[src/rtl/twin_word_serializer.sv]
`default_nettype none
// ============================================================================
// Module      : twin_word_serializer
// Description : Serialises a (d1, d2) word pair into one 2*WIDTH-bit frame,
//               d1 first, one bit per clock, with frame markers, a forced
//               idle gap after each frame and a wrapping frame counter.
// Revision    : 1.0 - initial release
// ============================================================================
module twin_word_serializer #(
  parameter int WIDTH     = 8,
  parameter int MSB_FIRST = 1,
  parameter int GAP       = 1,
  parameter int CNT_W     = 8
) (
  input  logic             clk,
  input  logic             rst,
  input  logic             in_valid,
  output logic             in_ready,
  input  logic [WIDTH-1:0] d1,
  input  logic [WIDTH-1:0] d2,
  output logic             ser_out,
  output logic             ser_valid,
  output logic             frame_start,
  output logic             frame_end,
  output logic             busy,
  output logic [CNT_W-1:0] pair_count
);

  localparam int FRAME_W = 2 * WIDTH;
  localparam int BIT_W   = $clog2(FRAME_W);
  localparam int GAP_W   = $clog2(GAP + 2);

  localparam logic [BIT_W-1:0] C_LAST_BIT = BIT_W'(FRAME_W - 1);
  localparam logic [BIT_W-1:0] C_PREV_BIT = BIT_W'(FRAME_W - 2);
  localparam logic [GAP_W-1:0] C_GAP_LAST = GAP_W'((GAP > 0) ? GAP - 1 : 0);

  typedef enum logic [1:0] {
    S_IDLE  = 2'd0,
    S_SHIFT = 2'd1,
    S_GAP   = 2'd2
  } state_t;

  state_t               state_q, state_d;
  logic [FRAME_W-1:0]   shreg_q, shreg_d;
  logic [BIT_W-1:0]     bitcnt_q, bitcnt_d;
  logic [GAP_W-1:0]     gapcnt_q, gapcnt_d;
  logic                 ser_out_q, ser_out_d;
  logic                 ser_valid_q, ser_valid_d;
  logic                 fstart_q, fstart_d;
  logic                 fend_q, fend_d;
  logic [CNT_W-1:0]     count_q, count_d;

  // Frame image in transmit order: bit FRAME_W-1 always leaves first.
  logic [FRAME_W-1:0]   w_load;
  logic                 w_accept;

  generate
    if (MSB_FIRST != 0) begin : g_msb_first
      assign w_load = {d1, d2};
    end else begin : g_lsb_first
      for (genvar i = 0; i < WIDTH; i++) begin : g_rev
        assign w_load[FRAME_W-1-i] = d1[i];
        assign w_load[WIDTH-1-i]   = d2[i];
      end
    end
  endgenerate

  assign in_ready    = (state_q == S_IDLE) && rst;
  assign w_accept    = in_valid && in_ready;
  assign busy        = (state_q != S_IDLE);
  assign ser_out     = ser_out_q;
  assign ser_valid   = ser_valid_q;
  assign frame_start = fstart_q;
  assign frame_end   = fend_q;
  assign pair_count  = count_q;

  // Next-state and next-output logic; bitcnt_q is the index of the bit on ser_out.
  always_comb begin
    state_d     = state_q;
    shreg_d     = shreg_q;
    bitcnt_d    = bitcnt_q;
    gapcnt_d    = gapcnt_q;
    ser_out_d   = 1'b0;
    ser_valid_d = 1'b0;
    fstart_d    = 1'b0;
    fend_d      = 1'b0;
    count_d     = count_q;
    case (state_q)
      S_IDLE: begin
        if (w_accept) begin
          state_d     = S_SHIFT;
          ser_out_d   = w_load[FRAME_W-1];
          shreg_d     = {w_load[FRAME_W-2:0], 1'b0};
          bitcnt_d    = '0;
          ser_valid_d = 1'b1;
          fstart_d    = 1'b1;
        end
      end
      S_SHIFT: begin
        if (bitcnt_q == C_LAST_BIT) begin
          count_d  = count_q + CNT_W'(1);
          gapcnt_d = '0;
          state_d  = (GAP > 0) ? S_GAP : S_IDLE;
        end else begin
          ser_out_d   = shreg_q[FRAME_W-1];
          shreg_d     = {shreg_q[FRAME_W-2:0], 1'b0};
          bitcnt_d    = bitcnt_q + BIT_W'(1);
          ser_valid_d = 1'b1;
          fend_d      = (bitcnt_q == C_PREV_BIT);
        end
      end
      S_GAP: begin
        if (gapcnt_q == C_GAP_LAST) begin
          state_d = S_IDLE;
        end else begin
          gapcnt_d = gapcnt_q + GAP_W'(1);
        end
      end
      default: state_d = S_IDLE;
    endcase
  end

  // State and output registers; reset discards any partial frame at once.
  always_ff @(posedge clk or negedge rst) begin
    if (!rst) begin
      state_q     <= S_IDLE;
      shreg_q     <= '0;
      bitcnt_q    <= '0;
      gapcnt_q    <= '0;
      ser_out_q   <= 1'b0;
      ser_valid_q <= 1'b0;
      fstart_q    <= 1'b0;
      fend_q      <= 1'b0;
      count_q     <= '0;
    end else begin
      state_q     <= state_d;
      shreg_q     <= shreg_d;
      bitcnt_q    <= bitcnt_d;
      gapcnt_q    <= gapcnt_d;
      ser_out_q   <= ser_out_d;
      ser_valid_q <= ser_valid_d;
      fstart_q    <= fstart_d;
      fend_q      <= fend_d;
      count_q     <= count_d;
    end
  end

endmodule
`default_nettype wire

[config.mk]
export PLATFORM = sky130hd
export DESIGN_NAME = twin_word_serializer
export DESIGN_NICKNAME = d
export VERILOG_FILES = /design/src/rtl/twin_word_serializer.sv
export SDC_FILE = /design/constraint.sdc
export NUM_CORES = 1
export LEC_CHECK = 0
export ABC_AREA = 1
export CORE_MARGIN = 2
export CORE_UTILIZATION = 62
export DETAILED_ROUTE_END_ITERATION = 6
export DONT_BUFFER_PORTS = 1
export GPL_ROUTABILITY_DRIVEN = 1
export PLACE_DENSITY = 0.84
export SYNTH_ARGS = -nofsm -noshare
export SYNTH_HDL_FRONTEND = slang
export SYNTH_SLANG_ARGS = --single-unit
[constraint.sdc]
create_clock -name clk -period 1.8 [get_ports clk]
set_clock_uncertainty 0.2 [all_clocks]
set_input_delay 0.36 -clock clk [delete_from_list [all_inputs] [get_ports clk]]
set_output_delay 0.36 -clock clk [all_outputs]
set_load 0.03 [all_outputs]
==> run metrics, run 1 <==
Synth Instances=201; initial antenna violation count=0; Final Max Tran Viols=0; Via Count=1351; Pwr Density=1590 nW/um2; Avg Inst Size Synth=9.03 um2; final instance area=2030 um2; Mapped Nets=224; Synth Area in Simple Gates=0.216; CP peak stage delay=420 ps; Die Width=58.1 um; yosys warns=0; DRC=0; CP max stage cell=dfrtp_1; final antenna-violating net count=0; period utilization=0.970; Pre-antenna DRT Iters=4; post-synthesis sequential area ratio=0.483; synthesized-area fraction occupied by adder cells=0.0276; Core ar.=2760 um2; Crit Path Category=flop to primary output; vias in the first global route=1336; post-DP HPWL=2310 um; mapped cell area=1810 um2; Fin. Hold Viols=0; mux cell area share after synthesis=0; fmax=573 MHz; total I/O pin count=33; Skew-Pair Late Insertion Delay=340 ps; main combinational cell family by area after synthesis=simple AND/OR/NAND/NOR gates; final cell count without fillers=254; TritonCTS Sinks=35; CP arrival=1190 ps; peak supply drop=1.14 mV; Tot GR Track Use=0.227; drt via density=5.32; pin count of the biggest net entering global routing=36; n_diodes=0; depth of the CTS H-tree=2; status=complete, no violations; share of layout cells above drive strength 1=0.233; setup TNS after final layout=0 ps; Leak=0.000988 uW; slew margin rel.=0.745; area post-placement=1860 um2; Startpoint Class=flop; Area Overhead vs Synth=11.9%; xor and xnor fraction of the mapped netlist area=0.0290; height of the die=58.1 um; Worst Slack Setup Final=54.0 ps; Longest Clk Path Bufs=2; CTS tree=built; # rows=19; Buf+Inv Stages, Crit Path=2; Critical Path RT=1240 ps; pre-CTS setup slack=161 ps; Hold Crit Class=input pin to flop; Cells after DPL=235; post-synthesis compound-gate area fraction=0.131; Final setup viols=0; first-pass GRT wire length=5710 um; Starting Density=0.658; CP max FO=5; FF+latch count, synth=35; post-synth cell types=23; CTS buffer count=5; IO Port Bufs=0; Slew @ Worst Pin=382 ps; Final Power=3230 uW; gpl congestion=0.781; Post-layout nets=245; routed wire length=3400 um; min cycle time layout=1750 ps; drt wl/cell=13.4 um; critical path endpoint category=primary output; initial drt markers=93; gr ovfl total=0; die area=3380 um2; crit path cell chain=inv_2 > nand2_1 > nor2_2 > buf_4; CTS Root Cell=clkbuf_4; clock slew at reported path FFs=100 ps; CP top delay family=flip-flops; max_cap viols=0
-- logic make-up (layout without fill, tap and decap cells) --
kind of cell / Yosys count / after routing
fa+ha+maj: 4 / 4
buf+inv: 39 / 61
compound gates: 34 / 34
xor+xnor: 6 / 6
simple gates: 83 / 83
flops: 35 / 35
-- timing repair --
item                                    in CTS  in global routing
endpoints found under the setup margin       2                  1
hold buffers                                 5                  0
hold endpoints to repair                    38                  0
buffers inserted                             0                  6
resized for setup                            1                  0
-- cell usage in the layout, fill, tap and decap left out, types with 3 or more instances in the layout --
cell type,synthesis,final
nand2_1,60,60
clkbuf_4,0,5
ha_1,4,4
nand3_1,7,7
o21ai_2,16,16
nor2_1,6,5
o21ai_0,3,3
o21ai_1,14,14
nand4_1,3,3
buf_4,0,14
inv_1,30,29
dfrtp_1,35,35
xnor2_1,3,3
nand2_4,3,3
inv_2,2,3
xor2_1,3,3
dlygate4sd3_1,0,4
-- path summary, 6_finish.rpt --
| path | start | to | slack, ps | cells after the start |
|---|---|---|---|---|
| min in group asynchronous | rst | pair_count[2] | 380 | 2 |
| max in group asynchronous | rst | pair_count[1] | 840 | 2 |
| min reg2reg | shreg_q[5] | shreg_q[5] | 330 | 2 |
| max | state_q[0] | in_ready | 50 | 4 |
| max reg2reg | bitcnt_q[1] | gapcnt_q[1] | 130 | 6 |
| min | d1[6] | shreg_q[15] | 60 | 4 |
-- tightest hold or removal path, cell delays in order --
cell and delay (ps):
nand2_1 30, o21ai_1 60, nand2_1 60, o21ai_2 50
-- metal layers --
metal	global-route usage	part of all wire	vias to the layer above
met1	0.264	0.40	633
met4	0.106	0.020	0
li1	-	-	673
met2	0.391	0.54	37
met3	0.0558	0.044	8
met5	0	0	-
-- cells in the mapped netlist --
library cell   n  share of area
nand4_4        1          0.012
xor2_1         3          0.014
nand2_1       60           0.12
o21ai_2       16          0.077
ha_1           4          0.028
inv_4          1         0.0035
dfrtp_1       35           0.48
buf_6          4          0.025
inv_2          2         0.0041
buf_8          1         0.0083
or2_2          1         0.0035
buf_12         1          0.011
nand4_1        3          0.010
nand3_4        1         0.0097
xnor2_1        3          0.014
inv_1         30          0.062
o21ai_1       14          0.039
nor2_1         6          0.012
o21ai_0        3         0.0083
nand2_4        3          0.019
o22ai_2        1         0.0069
nand3_1        7          0.019
nor2_4         1         0.0062
-- stage by stage --
stage | hold WS (ps) | util
6_report | 58.3 | 0.736
5_1_grt | 58.5 | 0.736
4_1_cts | 44.1 | 0.720
3_5_place_dp | -135 | 0.673
3_3_place_gp | -135 | 0.673
2_1_floorplan | -136 | -
-- state kept, by name (all words and copies together), names as in the netlist --
register     cells
shreg_q         15
pair_count       8
bitcnt_q         4
gapcnt_q         2
state_q          2
frame_end        1
frame_start      1
ser_out          1
ser_valid        1
-- report_power, final --
group	switching, uW	total, uW	leakage [uW]	internal [uW]
logic	903	1500	0.000499	593
clock network	254	484	0.0000386	230
registers	210	1250	0.000451	1040
-- final cells by class --
cell class                      count  area, um2
Sequential cell                    35        876
Multi-Input combinational cell    127        734
Fill cell                         207        728
Timing Repair Buffer               20        185
Inverter                           33        126
Clock buffer                        8       68.8
Tap cell                           31       38.8
Power figures use the tool's default switching activity.
==> inputs of run 2 (changes only) <==
- CORE_UTILIZATION: 62 -> 45
- PLACE_DENSITY: 0.84 -> 0.66
==> run 2 against run 1 <==
Compared with the run above: via count decreased by 6.2%; first-iteration DRC count fell by 57%; non-clock buffer count decreased by 9; critical endpoint unchanged; wire length down 8.3%.
==> run metrics, run 2 (same netlist as run 1, synthesis figures left out) <==
vias in the first global route=1215; final instance area=2010 um2; pin count of the biggest net entering global routing=36; CP endpoint=in_ready; initial antenna violation count=0; flop-to-flop setup slack=150 ps; IO Port Bufs=0; total I/O pin count=33; Largest register FFs=15; n_diodes=0; height of the die=67.5 um; Starting Density=0.460; clock slew at reported path FFs=70 ps; gpl congestion=0.705; Final setup viols=0; first-pass GRT wire length=5460 um; TritonCTS Sinks=35; CP arrival=1140 ps; Hold Crit Class=input pin to flop; critical path endpoint category=primary output; commonest non-fill, non-tap cell in the layout=nand2_1; CTS Root Cell=clkbuf_8; RSZ-0062 raised after global routing=false; setup TNS after final layout=0 ps; Skew-Pair Late Insertion Delay=280 ps; share of layout cells above drive strength 1=0.215; Final Util=0.510; r2r endpoint=shreg_q[7]; sequential power share=0.385; filler cell count=359; Pwr Density=1630 nW/um2; Longest Clk Path Bufs=2; period utilization=0.944; Switching Share=0.412; Crit Path Category=flop to primary output; Psw=1350 uW; # Post-CTS Setup Buffers=0; peak supply drop=0.750 mV; min cycle time layout=1700 ps; max_cap viols=0; Fin. Hold Viols=0; routed wire length=3120 um; # rows=23; status=complete, no violations; drt wl/cell=11.8 um; Critical Path RT=1240 ps; area post-placement=1880 um2; drt via density=4.80; Via Count=1267; Die Width=67.5 um; Post-layout nets=236; fmax=588 MHz; Pint=1930 uW; Clock Power Share=0.189; Startpoint Class=flop; CTS tree=built; Core ar.=3940 um2; Tot GR Track Use=0.165; R2R cell count=7; area occupied by multi-input gates=734 um2; DRC=0; post-DP HPWL=2170 um; final antenna-violating net count=0; Area Overhead vs Synth=10.8%; Leak=0.000961 uW; die area=4560 um2; CP max FO=5; depth of the CTS H-tree=2; commonest cells after routing, fill and taps aside=nand2_1, dfrtp_1, inv_1; CTS buffer count=5; slew margin rel.=0.746; Logic pwr share=0.426; gr ovfl total=0; initial drt markers=40; Pre-antenna DRT Iters=5; Reg area=876 um2; Slew @ Worst Pin=380 ps; Biggest register=shreg_q; Worst R2R Start=bitcnt_q[1]; Final Max Tran Viols=0; origin of the worst setup path=state_q[0]
[run 2: cell types whose count changed in the layout (fill, tap and decap cells not counted)]
cell | before | now
buf_4 | 14 | 8
clkbuf_4 | 5 | 0
clkbuf_8 | 2 | 7
dlygate4sd3_1 | 4 | 1
[run 2: worst min path at each step]
stage | slack (ps) | start | end | cells after the start
after floorplan | -140 | rst | bitcnt_q[0] | 0
after global placement | -130 | rst | gapcnt_q[0] | 0
after detailed placement | -130 | rst | frame_start | 0
after CTS | 20 | d1[7] | ser_out | 2
after global routing | 30 | d2[0] | shreg_q[1] | 2
final | 30 | d2[0] | shreg_q[1] | 2
[run 2: timing repair]
item | 4_1_cts | 5_1_grt
hold buffers | 2 | 0
endpoints found under the hold margin | 35 | 0
gates resized for setup | 0 | 1
setup endpoints to repair | 0 | 1
[run 2: layout make-up]
type / count / area share
Inverter: 33 / 0.0629
Tap cell: 50 / 0.0311
Clock buffer: 8 / 0.0498
Multi-Input combinational cell: 127 / 0.366
Timing Repair Buffer: 11 / 0.0548
Sequential cell: 35 / 0.436
[run 2: stage by stage]
step / hold WS, ps / setup WS, ps / cells / power (uW)
2_1_floorplan: -136 / 118 / 201 / 2510
3_3_place_gp: -134 / 186 / 254 / 2630
3_5_place_dp: -135 / 148 / 254 / 2670
4_1_cts: 15.6 / 12.5 / 264 / 3330
5_1_grt: 28.3 / 17.5 / 264 / 3590
6_report: 31.5 / 100 / 264 / 3270
[run 2: layer usage]
metal  GRT usage  vias up  wire length [um]
li1            -      652                 -
met1       0.206      578              1400
met2       0.254       35              1480
met3      0.0683        2               206
met4      0.0612        0                23
met5           0        -                 0
[run 2: critical path, cell delays in order, from the launching register on]
cell and delay (ps):
dfrtp_1 420, inv_2 120, nand2_1 90, nor2_2 80, buf_4 150
[run 2: power groups by stage]
stage | logic, uW | registers, uW | clock network (uW)
floorplan | 1220 | 1290 | 0
global placement | 1370 | 1260 | 0
detailed placement | 1400 | 1270 | 0
CTS | 1420 | 1260 | 647
global route | 1600 | 1300 | 682
finish | 1390 | 1260 | 619
==> inputs of run 3 (changes only) <==
- CAP_MARGIN: default -> 5
- GPL_TIMING_DRIVEN: default -> 0
==> run 3 against run 2 <==
Compared with the run above: via count is 0.32% lower; global-route usage is 0.088 points lower; register-to-register slack gained 20 ps; critical path depth down 1; total power grew 3.0%; sequential share of layout area decreased by 0.48 points; final cell count shrank 0.76%; wire length is 0.35% higher; fmax down 2.6%; sequential power grew 4%.
==> run metrics, run 3 (same netlist as run 1, synthesis figures left out) <==
status=complete, no violations; gr ovfl total=0; pre-CTS setup slack=58.7 ps; critical path endpoint category=primary output; depth of the CTS H-tree=2; Clock Power Share=0.185; Final setup viols=0; Pre-antenna DRT Iters=4; # Post-CTS Setup Buffers=0; RSZ-0062 raised after global routing=false; Biggest register=shreg_q; Largest register FFs=15; area post-placement=1880 um2; Pint=1980 uW; Crit Path Category=flop to primary output; total I/O pin count=33; setup TNS after final layout=0 ps; commonest cells after routing, fill and taps aside=nand2_1, dfrtp_1, inv_1; Longest Clk Path Bufs=2; die area=4560 um2; Starting Density=0.460; post-DP HPWL=2190 um; Via Count=1263; pin count of the biggest net entering global routing=36; min cycle time layout=1740 ps; Post-layout nets=234; final cell count without fillers=262; Logic pwr share=0.427; initial antenna violation count=0; Leak=0.000956 uW; CTS buffer count=5; first-pass GRT wire length=5440 um; filler cell count=366; Psw=1390 uW; commonest non-fill, non-tap cell in the layout=nand2_1; share of layout cells above drive strength 1=0.208; clock slew at reported path FFs=70 ps; CP arrival=1180 ps; IO Port Bufs=0; Switching Share=0.412; Worst Slack Setup Final=55.1 ps; drt wl/cell=11.9 um; n_diodes=0; Die Width=67.5 um; DRC=0; Hold Crit Class=input pin to flop; Slew @ Worst Pin=421 ps; final antenna-violating net count=0; drt via density=4.82; vias in the first global route=1188; CTS tree=built; initial drt markers=55; Fin. Hold Viols=0; height of the die=67.5 um; max_cap viols=0; sequential power share=0.388; Pwr Density=1660 nW/um2; Tot GR Track Use=0.164; Area Overhead vs Synth=12.0%; Final Max Tran Viols=0; Cells after DPL=251; gpl congestion=0.757; area occupied by multi-input gates=747 um2; routed wire length=3130 um; TritonCTS Sinks=35; slew margin rel.=0.720; CTS Root Cell=clkbuf_8; Critical Path RT=1240 ps; worst hold margin=15.3 ps; # rows=23; fmax=573 MHz; period utilization=0.969; Skew-Pair Late Insertion Delay=280 ps; Startpoint Class=flop; Reg area=876 um2; Core ar.=3940 um2; peak supply drop=0.711 mV; final instance area=2030 um2; CP max FO=5
-- run 3: layer usage --
layer | GRT usage | wire length (um) | vias up | share of wire
li1 | - | - | 642 | -
met1 | 0.212 | 1450 | 587 | 0.47
met2 | 0.240 | 1420 | 28 | 0.45
met3 | 0.0683 | 202 | 6 | 0.065
met4 | 0.0689 | 53 | 0 | 0.017
met5 | 0 | 0 | - | 0
-- run 3: path summary, 6_finish.rpt --
| check | from | cells after the start | slack, ps | endpoint |
|---|---|---|---|---|
| worst min register to register | shreg_q[3] | 2 | 320 | shreg_q[3] |
| worst min-delay path | d2[0] | 2 | 20 | shreg_q[1] |
| min in group asynchronous | rst | 2 | 330 | frame_end |
| max in group asynchronous | rst | 2 | 890 | shreg_q[6] |
| worst max-delay path | state_q[0] | 3 | 60 | in_ready |
| worst max register to register | pair_count[0] | 5 | 170 | pair_count[4] |
-- run 3: cell type report --
class,instances,area share
Sequential cell,35,0.431
Timing Repair Buffer,3,0.0197
Multi-Input combinational cell,127,0.368
Inverter,33,0.0622
Buffer,6,0.0394
Clock buffer,8,0.0493
Tap cell,50,0.0308
-- run 3: worst max-delay path: stages, from the launching register on --
cell and delay [ps]:
dfrtp_1 420, inv_2 140, nand2_4 120, nor2_4 230
-- run 3: power groups by stage --
stage / sequential (uW) / combinational [uW] / clock [uW]
6_report: 1310 / 1440 / 623
5_1_grt: 1340 / 1630 / 689
4_1_cts: 1310 / 1470 / 646
3_5_place_dp: 1320 / 1420 / 0
3_3_place_gp: 1320 / 1400 / 0
2_1_floorplan: 1290 / 1220 / 0
-- run 3: metrics by stage --
| stage | utilization | power [uW] |
|---|---|---|
| after floorplan | - | 2510 |
| after global placement | 0.477 | 2720 |
| after detailed placement | 0.477 | 2740 |
| after CTS | 0.515 | 3430 |
| after global routing | 0.515 | 3660 |
| final | 0.515 | 3370 |
-- run 3: what timing repair did --
action | 4_1_cts | 5_1_grt
hold buffers | 3 | 0
gates resized for setup | 4 | 0
endpoints found under the hold margin | 36 | 0
endpoints found under the setup margin | 1 | 0
